$ cat src/rtl/interp_fir.sv
// ----------------------------------------------------------------------------
// interp_fir -- polyphase interpolating FIR for the QAM transmit path.
//
// Each accepted symbol-rate sample yields L filtered output samples. The
// result equals zero-stuff upsampling by L followed by a TAPS-tap FIR. Each
// output phase p is computed directly from a K = TAPS/L sample delay line as
//   y = sum_{k=0..K-1} h[k*L+p] * x[k]
// The coefficients can be loaded at runtime through a write port.
//
// Parameters
//   DW     input sample width (signed)
//   CW     coefficient width (signed)
//   L      interpolation factor (>= 2)
//   TAPS   total taps, a multiple of L
//   OW     output width (signed); must be narrower than the accumulator
//   OSHIFT arithmetic right shift applied before output narrowing
//
// Ports
//   clk, rst_n                 clock, asynchronous active-low reset
//   in_data/in_valid/in_ready  symbol-rate input stream (valid/ready)
//   out_data/out_valid/out_ready
//                              interpolated output stream (valid/ready)
//   coeff_we/coeff_addr/coeff_data
//                              coefficient write port; writes to addresses
//                              >= TAPS are ignored
//
// Configuration macro
//   INTERP_FIR_SAT_EN  defined:   the shifted accumulator saturates to the
//                                 OW-bit signed range
//                      undefined: the low OW bits are kept (two's-complement
//                                 wrap)
// ----------------------------------------------------------------------------
module interp_fir #(
  parameter int DW     = 4,
  parameter int CW     = 8,
  parameter int L      = 4,
  parameter int TAPS   = 72,
  parameter int OW     = 12,
  parameter int OSHIFT = 0
) (
  input  logic                    clk,
  input  logic                    rst_n,
  input  logic [DW-1:0]           in_data,
  input  logic                    in_valid,
  output logic                    in_ready,
  output logic [OW-1:0]           out_data,
  output logic                    out_valid,
  input  logic                    out_ready,
  input  logic                    coeff_we,
  input  logic [$clog2(TAPS)-1:0] coeff_addr,
  input  logic [CW-1:0]           coeff_data
);

  localparam int K   = TAPS / L;
  localparam int PW  = DW + CW;
  localparam int AW  = PW + $clog2(K);
  localparam int PHW = $clog2(L);
  localparam int ADW = $clog2(TAPS);

  typedef enum logic {IDLE, RUN} state_t;

  // Delay line, x[0] is the newest sample.
  logic signed [DW-1:0] r_x [K];
  // Coefficients are stored as [k][p] so that h[k*L+p] = r_h[k][p]. Each phase
  // then reads a single column, which keeps the per-tap mux small.
  logic signed [CW-1:0] r_h [K][L];

  state_t          r_state;
  state_t          w_state_nxt;
  logic [PHW-1:0]  r_phase;
  logic [PHW-1:0]  w_phase_nxt;
  logic [OW-1:0]   r_out_data;
  logic            r_out_valid;

  logic            w_adv;
  logic            w_last;
  logic            w_accept;
  logic            w_load;
  logic            w_clear;
  logic signed [AW-1:0] w_acc;
  logic signed [AW-1:0] w_shift;
  logic [OW-1:0]   w_narrow;

  // --------------------------------------------------------------------------
  // Handshake
  // --------------------------------------------------------------------------
  // The output register may advance when it is empty or being drained.
  assign w_adv    = !r_out_valid || out_ready;
  assign w_last   = (r_phase == PHW'(L - 1));
  // A new sample is taken only when the delay line is free: either idle, or
  // on the edge that emits the last phase of the current sample.
  assign in_ready = w_adv && ((r_state == IDLE) || ((r_state == RUN) && w_last));
  assign w_accept = in_valid && in_ready;

  // --------------------------------------------------------------------------
  // Phase MAC. This reads the delay line as registered, so an output loaded on
  // the same edge as an input shift still uses the pre-shift samples. It
  // likewise uses the old coefficient on a same-edge write.
  // --------------------------------------------------------------------------
  always_comb begin
    // NOTE: every variable written in always_comb gets a value before any
    // conditional or loop. Otherwise synthesis infers a latch.
    w_acc = '0;
    for (int k = 0; k < K; k++) begin
      w_acc = w_acc + AW'(PW'(r_h[k][r_phase]) * PW'(r_x[k]));
    end
  end

  // Floor division by 2^OSHIFT on a signed value.
  assign w_shift = w_acc >>> OSHIFT;

`ifdef INTERP_FIR_SAT_EN
  localparam logic signed [AW-1:0] SAT_MAX = {{(AW-OW+1){1'b0}}, {(OW-1){1'b1}}};
  localparam logic signed [AW-1:0] SAT_MIN = {{(AW-OW+1){1'b1}}, {(OW-1){1'b0}}};

  always_comb begin
    if (w_shift > SAT_MAX) begin
      w_narrow = SAT_MAX[OW-1:0];
    end else if (w_shift < SAT_MIN) begin
      w_narrow = SAT_MIN[OW-1:0];
    end else begin
      w_narrow = w_shift[OW-1:0];
    end
  end
`else
  // Plain two's-complement wrap. The bits above OW are intentionally dropped.
  logic w_unused_hi;
  assign w_unused_hi = ^w_shift[AW-1:OW];
  assign w_narrow    = w_shift[OW-1:0];
`endif

  // --------------------------------------------------------------------------
  // Control FSM
  // --------------------------------------------------------------------------
  always_comb begin
    w_state_nxt = r_state;
    w_phase_nxt = r_phase;
    w_load      = 1'b0;
    w_clear     = 1'b0;
    case (r_state)
      IDLE: begin
        // The output register drains while idle.
        w_clear = w_adv;
        if (w_accept) begin
          w_state_nxt = RUN;
          w_phase_nxt = '0;
        end
      end
      RUN: begin
        // Backpressure (w_adv low) freezes the phase, so no phase is skipped.
        if (w_adv) begin
          w_load = 1'b1;
          if (!w_last) begin
            w_phase_nxt = r_phase + PHW'(1);
          end else if (w_accept) begin
            w_phase_nxt = '0;
          end else begin
            w_state_nxt = IDLE;
            w_phase_nxt = '0;
          end
        end
      end
      default: begin
        w_state_nxt = IDLE;
        w_phase_nxt = '0;
      end
    endcase
  end

  always_ff @(posedge clk or negedge rst_n) begin
    // NOTE: sequential state uses non-blocking assignments. Every register
    // then samples pre-edge values, whatever the order of the blocks.
    if (!rst_n) begin
      r_state <= IDLE;
      r_phase <= '0;
    end else begin
      r_state <= w_state_nxt;
      r_phase <= w_phase_nxt;
    end
  end

  // --------------------------------------------------------------------------
  // Output register
  // --------------------------------------------------------------------------
  always_ff @(posedge clk or negedge rst_n) begin
    if (!rst_n) begin
      r_out_data  <= '0;
      r_out_valid <= 1'b0;
    end else if (w_load) begin
      r_out_data  <= w_narrow;
      r_out_valid <= 1'b1;
    end else if (w_clear) begin
      r_out_valid <= 1'b0;
    end
  end

  assign out_data  = r_out_data;
  assign out_valid = r_out_valid;

  // --------------------------------------------------------------------------
  // Delay line
  // --------------------------------------------------------------------------
  always_ff @(posedge clk or negedge rst_n) begin
    if (!rst_n) begin
      for (int k = 0; k < K; k++) begin
        r_x[k] <= '0;
      end
    end else if (w_accept) begin
      r_x[0] <= in_data;
      for (int k = 1; k < K; k++) begin
        r_x[k] <= r_x[k-1];
      end
    end
  end

  // --------------------------------------------------------------------------
  // Coefficient storage
  // --------------------------------------------------------------------------
  // Each coefficient compares against its own address. An address of TAPS or
  // more matches no entry, so it is ignored without a separate range check.
  always_ff @(posedge clk or negedge rst_n) begin
    // NOTE: this storage is deliberately reset. After reset the filter must
    // output zeros until coefficients are reloaded, so it is built from
    // flops rather than a RAM macro.
    if (!rst_n) begin
      for (int k = 0; k < K; k++) begin
        for (int p = 0; p < L; p++) begin
          r_h[k][p] <= '0;
        end
      end
    end else if (coeff_we) begin
      for (int k = 0; k < K; k++) begin
        for (int p = 0; p < L; p++) begin
          if (coeff_addr == ADW'(k * L + p)) begin
            r_h[k][p] <= coeff_data;
          end
        end
      end
    end
  end

endmodule

$ cat config.mk
export PLATFORM = sky130hd
export DESIGN_NAME = interp_fir
export DESIGN_NICKNAME = d
export VERILOG_FILES = /design/src/rtl/interp_fir.sv
export SDC_FILE = /design/constraint.sdc
export NUM_CORES = 2
export LEC_CHECK = 0
export ABC_AREA = 1
export CORE_MARGIN = 5
export CORE_UTILIZATION = 28
export CTS_CLUSTER_DIAMETER = 30
export CTS_CLUSTER_SIZE = 8
export DETAILED_ROUTE_END_ITERATION = 6
export SYNTH_ARGS = -nofsm -noshare
export SYNTH_HDL_FRONTEND = slang
export SYNTH_SLANG_ARGS = --single-unit
$ cat constraint.sdc
create_clock -name clk -period 8.6 [get_ports clk]
set_clock_uncertainty 0.05 [all_clocks]
set_input_delay 0.86 -clock clk [delete_from_list [all_inputs] [get_ports clk]]
set_output_delay 0.86 -clock clk [all_outputs]
set_load 0.05 [all_outputs]
### Yosys cells after proc, flatten, opt, wreduce, memory -nomap -nowiden

Index checks and enable logic that the tools add are counted.

* add/sub/neg operators: 18
* multiply operators: 18
* order comparisons: 1
* equality and inequality tests: 74
* muxes and demuxes: 67
* bitwise logic cells: 2
* reduce and logical (&&, ||, !) cells: 81

Operators with widths (number)
* binary-select mux 8 bit (select 2 bit): 18
* 2-to-1 mux 8 bit: 36
* == test 7 x 6 -> 1 bit (second input constant): 32
* multiplier 8 x 4 -> 12 bit: 18
* adder 12 bit: 17
* AND reduction 2 bit: 73
* == test 7 x 5 -> 1 bit (second input constant): 16
* == test 7 x 4 -> 1 bit (second input constant): 8
* == test 7 bit (second input constant): 8
* == test 7 x 3 -> 1 bit (second input constant): 4
* == test 7 x 2 -> 1 bit (second input constant): 2
* 2-to-1 mux 1 bit: 8
* == test 7 x 1 -> 1 bit (second input constant): 1
* logical NOT 7 bit: 1
* 2-to-1 mux 2 bit: 3
* case mux 2 bit (2 select lines): 1
* greater-or-equal comparator 3 bit (second input constant): 1
* logical AND 1 bit: 3
* NOT 2 -> 3 bit: 1
* adder 2 x 1 -> 2 bit (second input constant): 1
* == test 2 bit (second input constant): 1
* logical OR 1 bit: 2
* != test 2 x 1 -> 1 bit (second input constant): 1
* != test 2 bit (second input constant): 1
* other kinds (4): 4

* flip-flop bits (word level): 664
* output and inout bits: 14
* logic and storage cells: 355

### Longest topological paths before layout

* depth after elaboration: 22
* gate-level depth with buffers: 45
* mapped depth without buffers: 43

### Worst setup path before layout

OpenSTA, ideal clock, no wires.

* kind: register -> register
* start point: reg r_phase[1]
* end point: reg r_out_data[10], in the netlist out_data[10]
* library setup time: 83 ps
* data arrival time: 8242 ps
* required time: 8467 ps
* setup slack: 225 ps
* cell stages (with the launch flop): 35
* cells stage by stage: dfrtp_1 buf_2 inv_2 clkbuf_1 clkbuf_1 a32oi_1 inv_1 nor2_1 fa_1 inv_1 fa_1 fa_1 inv_1 fa_1 fa_1 inv_1 fa_1 inv_1 fa_1 fa_1 inv_1 fa_1 fa_1 inv_1 ha_1 inv_1 fa_1 o31ai_1 nand2_1 nand2_1 a21oi_1 o21ai_0 a21oi_1 xor2_1 o21ai_0

* cells in the longest elaborated chain, start to end: 22

RTL lines
* from (decl): line 70 `logic [PHW-1:0] r_phase;`
* from (signal assigned): line 178 `r_phase <= w_phase_nxt;`
* NOT 2 -> 3 bit (implied by the code) (*): line 105 `w_acc = w_acc + AW'(PW'(r_h[k][r_phase]) * PW'(r_x[k]));`
* binary-select mux 8 bit (select 2 bit): line 105
* 2-to-1 mux 8 bit (implied by the code) (2 in a row): line 105
* multiplier 8 x 4 -> 12 bit: line 105
* adder 12 bit (16 in a row): line 105
* adder 12 bit (*): line 105
* to (signal assigned): line 190 `r_out_data <= w_narrow;`
* to (decl): line 72 `logic [OW-1:0] r_out_data;`

Mark *: on every way between the ends. The rest lies on a longest branch, timed or not. The select of a mux whose other input is x is not followed.
A chain may end at the register's enable or synchronous reset.

### Worst setup path after layout

* start point: reg r_phase[0]
* end point: reg r_out_data[7], in the netlist out_data[7]

The elaborated chain is that of the path after synthesis.

==> impl_results.md <==
- Outcome: completed
- Share of the synthesized area in the top cell type: 33.6%
- Root buf cell: clkbuf_16
- Flops & latches, synth: 664
- Final wirelength: 157000 um
- Commonest cells in the netlist: nand2_1, inv_1, o21ai_0, dfrtp_1, fa_1
- RSZ-0062 raised after global routing: yes
- DR WL met2: 71700 um
- Core Region: 0.176 mm^2
- Clock transition at the registers of the reported paths: 0.04 ns
- GRT Residual Overflow: 0
- Sequential cell area fraction in the yosys report: 33.6%
- Met3 wire len: 11600 um
- Post-synthesis instance total: 5876
- Most frequently used flop master after synthesis: dfrtp_1
- Ranking of synthesized cells by area: dfrtp_1, fa_1, nand2_1
- # nets final: 6831
- Initial antenna violation count: 13
- Tightest Hold Check Type: input port to async pin
- Slew Viols, Final: 0
- CTS tree: done
- Syn. warnings: 0
- Min Hold Slack: 0.0604 ns
- FMAX: 118 MHz
- # placed instances: 8203
- Ports: 38
- DIE WIDTH: 430 um
- Met1 Routed Length: 68800 um
- Full die area: 0.185 mm^2
- All-Layer GR Usage: 16.8%
- Final cell count without fillers: 8559
- Largest net degree at the start of global routing: 174
- Final core occ: 34.6%
- # Max-Cap Violations: 0
- Vias post-DR: 39500
- H-tree depth: 4
- Drt first pass iters: 6
- Starting DRT DRC Count: 3402
- DP Wirelength: 113000 um
- Worst EP required: 9.24 ns
- Hold Vio Cnt, Final: 0
- Vias/cell: 4.61
- Cell area after synthesis: 0.0494 mm^2
- Synth unique cells: 36
- Number of global-route vias before repair: 40500
- Crit start category: flop
- Mean Syn Cell Area: 8.42 um^2
- Critical Path Sink Type: flop
- Setup Crit Path Kind: flop to flop
- Die height: 430 um
- Final ANT Viol Nets: 0
- Layout cells sized above 1: 10.1%
- Post-synth top area cell: dfrtp_1
- Worst-skew pair later-pin latency: 0.83 ns
- Worst slew margin: 19.1%
- CTS sink cnt: 664
- Most numerous cell in the Yosys netlist: nand2_1
- Syn nets: 6644
- Uppermost layer routed: met5
- Initial Util: 28.1%
- Tcrit/Tclk final: 98.7%
- Arr. time, crit path: 9.12 ns
- Global placer's final weighted congestion: 0.919
- Drt drc: 0
- Port Buf Inserts: 37
- Area growth syn-to-layout: 23.0%
- Most used cell, CP: fa_1
- Async S/R FF share, synth: 100%
- CP Max Fanout: 8
- Routed WL per cell: 18.3 um
- First-pass GRT wire length: 242000 um
- Slowest-stage cell, CP: fa_1
- Clock Path Buffers: 3
- CP peak stage delay: 0.58 ns
- Hold-fix buffers, CTS: 0
- Setup Viol. Count Final: 0
- EDFF count, synth: 0
- Tmin final: 8.49 ns
- Worst slew pin tran: 1.21 ns
- Rows: 154
- CTS Buf Count: 174
## area by class of cell
type / instances / area (um^2)
inverters: 965 / 3660
clock inverters: 96 / 1500
repair buffers: 265 / 2730
flip-flops and latches: 664 / 16600
diodes: 5 / 12.5
clock buffers: 231 / 4870
repair inverters: 1 / 16.3
fillers: 17800 / 115000
multi-input cells: 3992 / 28500
well taps: 2340 / 2930
## flip-flops by register name, indices dropped and copies added (netlist names)
name / flops
r_phase: 2
r_h: 576
out_valid: 1
r_state: 1
out_data: 12
r_x: 72
## critical path, delay by kind of cell, from the launching register on
kind / cells / cell delay, ns
adder cells (fa/ha/maj): 11 / 5.42
buffers and inverters: 12 / 1.34
AO/OA/AOI/OAI: 4 / 0.66
flip-flops: 1 / 0.51
AND/OR/NAND/NOR: 2 / 0.30
XOR/XNOR: 1 / 0.13
## cells by family (layout without fill, tap and decap cells)
| family | count (synthesis) | after routing | synth area share (%) |
|---|---|---|---|
| simple gates | 2427 | 2427 | 19.5 |
| buf+inv | 1220 | 1558 | 9.33 |
| other cells | 0 | 5 | 0 |
| xor+xnor | 43 | 43 | 0.762 |
| fa+ha+maj | 745 | 745 | 28.6 |
| flops | 664 | 664 | 33.6 |
| compound gates | 777 | 777 | 8.21 |
## worst paths after layout
check                      depth (start not counted)          end  slack, ns   startpoint
min                                                1     r_h[472]       0.06        rst_n
max                                               30  out_data[7]       0.11   r_phase[0]
max in group asynchronous                          2   r_phase[0]       6.87        rst_n
min reg2reg                                        2  out_data[2]       0.41  out_data[2]
min in group clk                                   2  out_data[2]       0.41  out_data[2]
max reg2reg                                       30  out_data[7]       0.11   r_phase[0]
## stage by stage
stage / area, um^2 / setup slack, ns / setup TNS [ns]
2_1_floorplan: 49400 / 0.225 / 0
3_3_place_gp: 53700 / 0.0159 / 0
3_5_place_dp: 53700 / -0.0598 / -0.0808
4_1_cts: 60300 / 0.00450 / 0
5_1_grt: 60800 / -0.243 / -0.984
6_report: 60800 / 0.113 / 0
## placed cells by master, fill, tap and decap left out, types with 9 or more instances in the layout
cell / netlist / final
nand3_1: 286 / 283
clkinv_4: 0 / 9
clkinvlp_4: 0 / 20
clkbuf_8: 0 / 30
xnor2_1: 20 / 20
buf_12: 0 / 20
clkinv_16: 0 / 13
bufinv_16: 0 / 24
fa_1: 640 / 633
a32o_1: 17 / 14
nor3_2: 1 / 9
o21ai_1: 13 / 13
inv_1: 960 / 951
a21oi_1: 51 / 48
a32oi_1: 19 / 14
nand2_1: 1697 / 1689
inv_2: 4 / 11
dfrtp_1: 664 / 662
nand2_2: 11 / 18
clkdlybuf4s50_1: 0 / 36
clkbuf_16: 0 / 180
clkbuf_1: 217 / 27
nor2_1: 403 / 389
o21ai_0: 667 / 667
nand2_4: 9 / 10
buf_4: 2 / 182
xor2_1: 23 / 23
ha_1: 104 / 103
clkinv_2: 0 / 28
nor2_2: 0 / 14
## metal layers
layer	up-vias	track usage, %
met5	-	0
met4	6	5.08
met3	246	3.89
met2	1211	26.5
met1	19700	23.0
li1	18300	-
## what timing repair did
item,CTS,global route
cloned,5,6
resized for setup,19,55
endpoints found under the setup margin,2,6
setup buffers,6,7
pin swaps,1,9
Power is left out: the tool's default activity adds up to more than one toggle a clock period on the data nets, which glitch-free logic cannot reach.
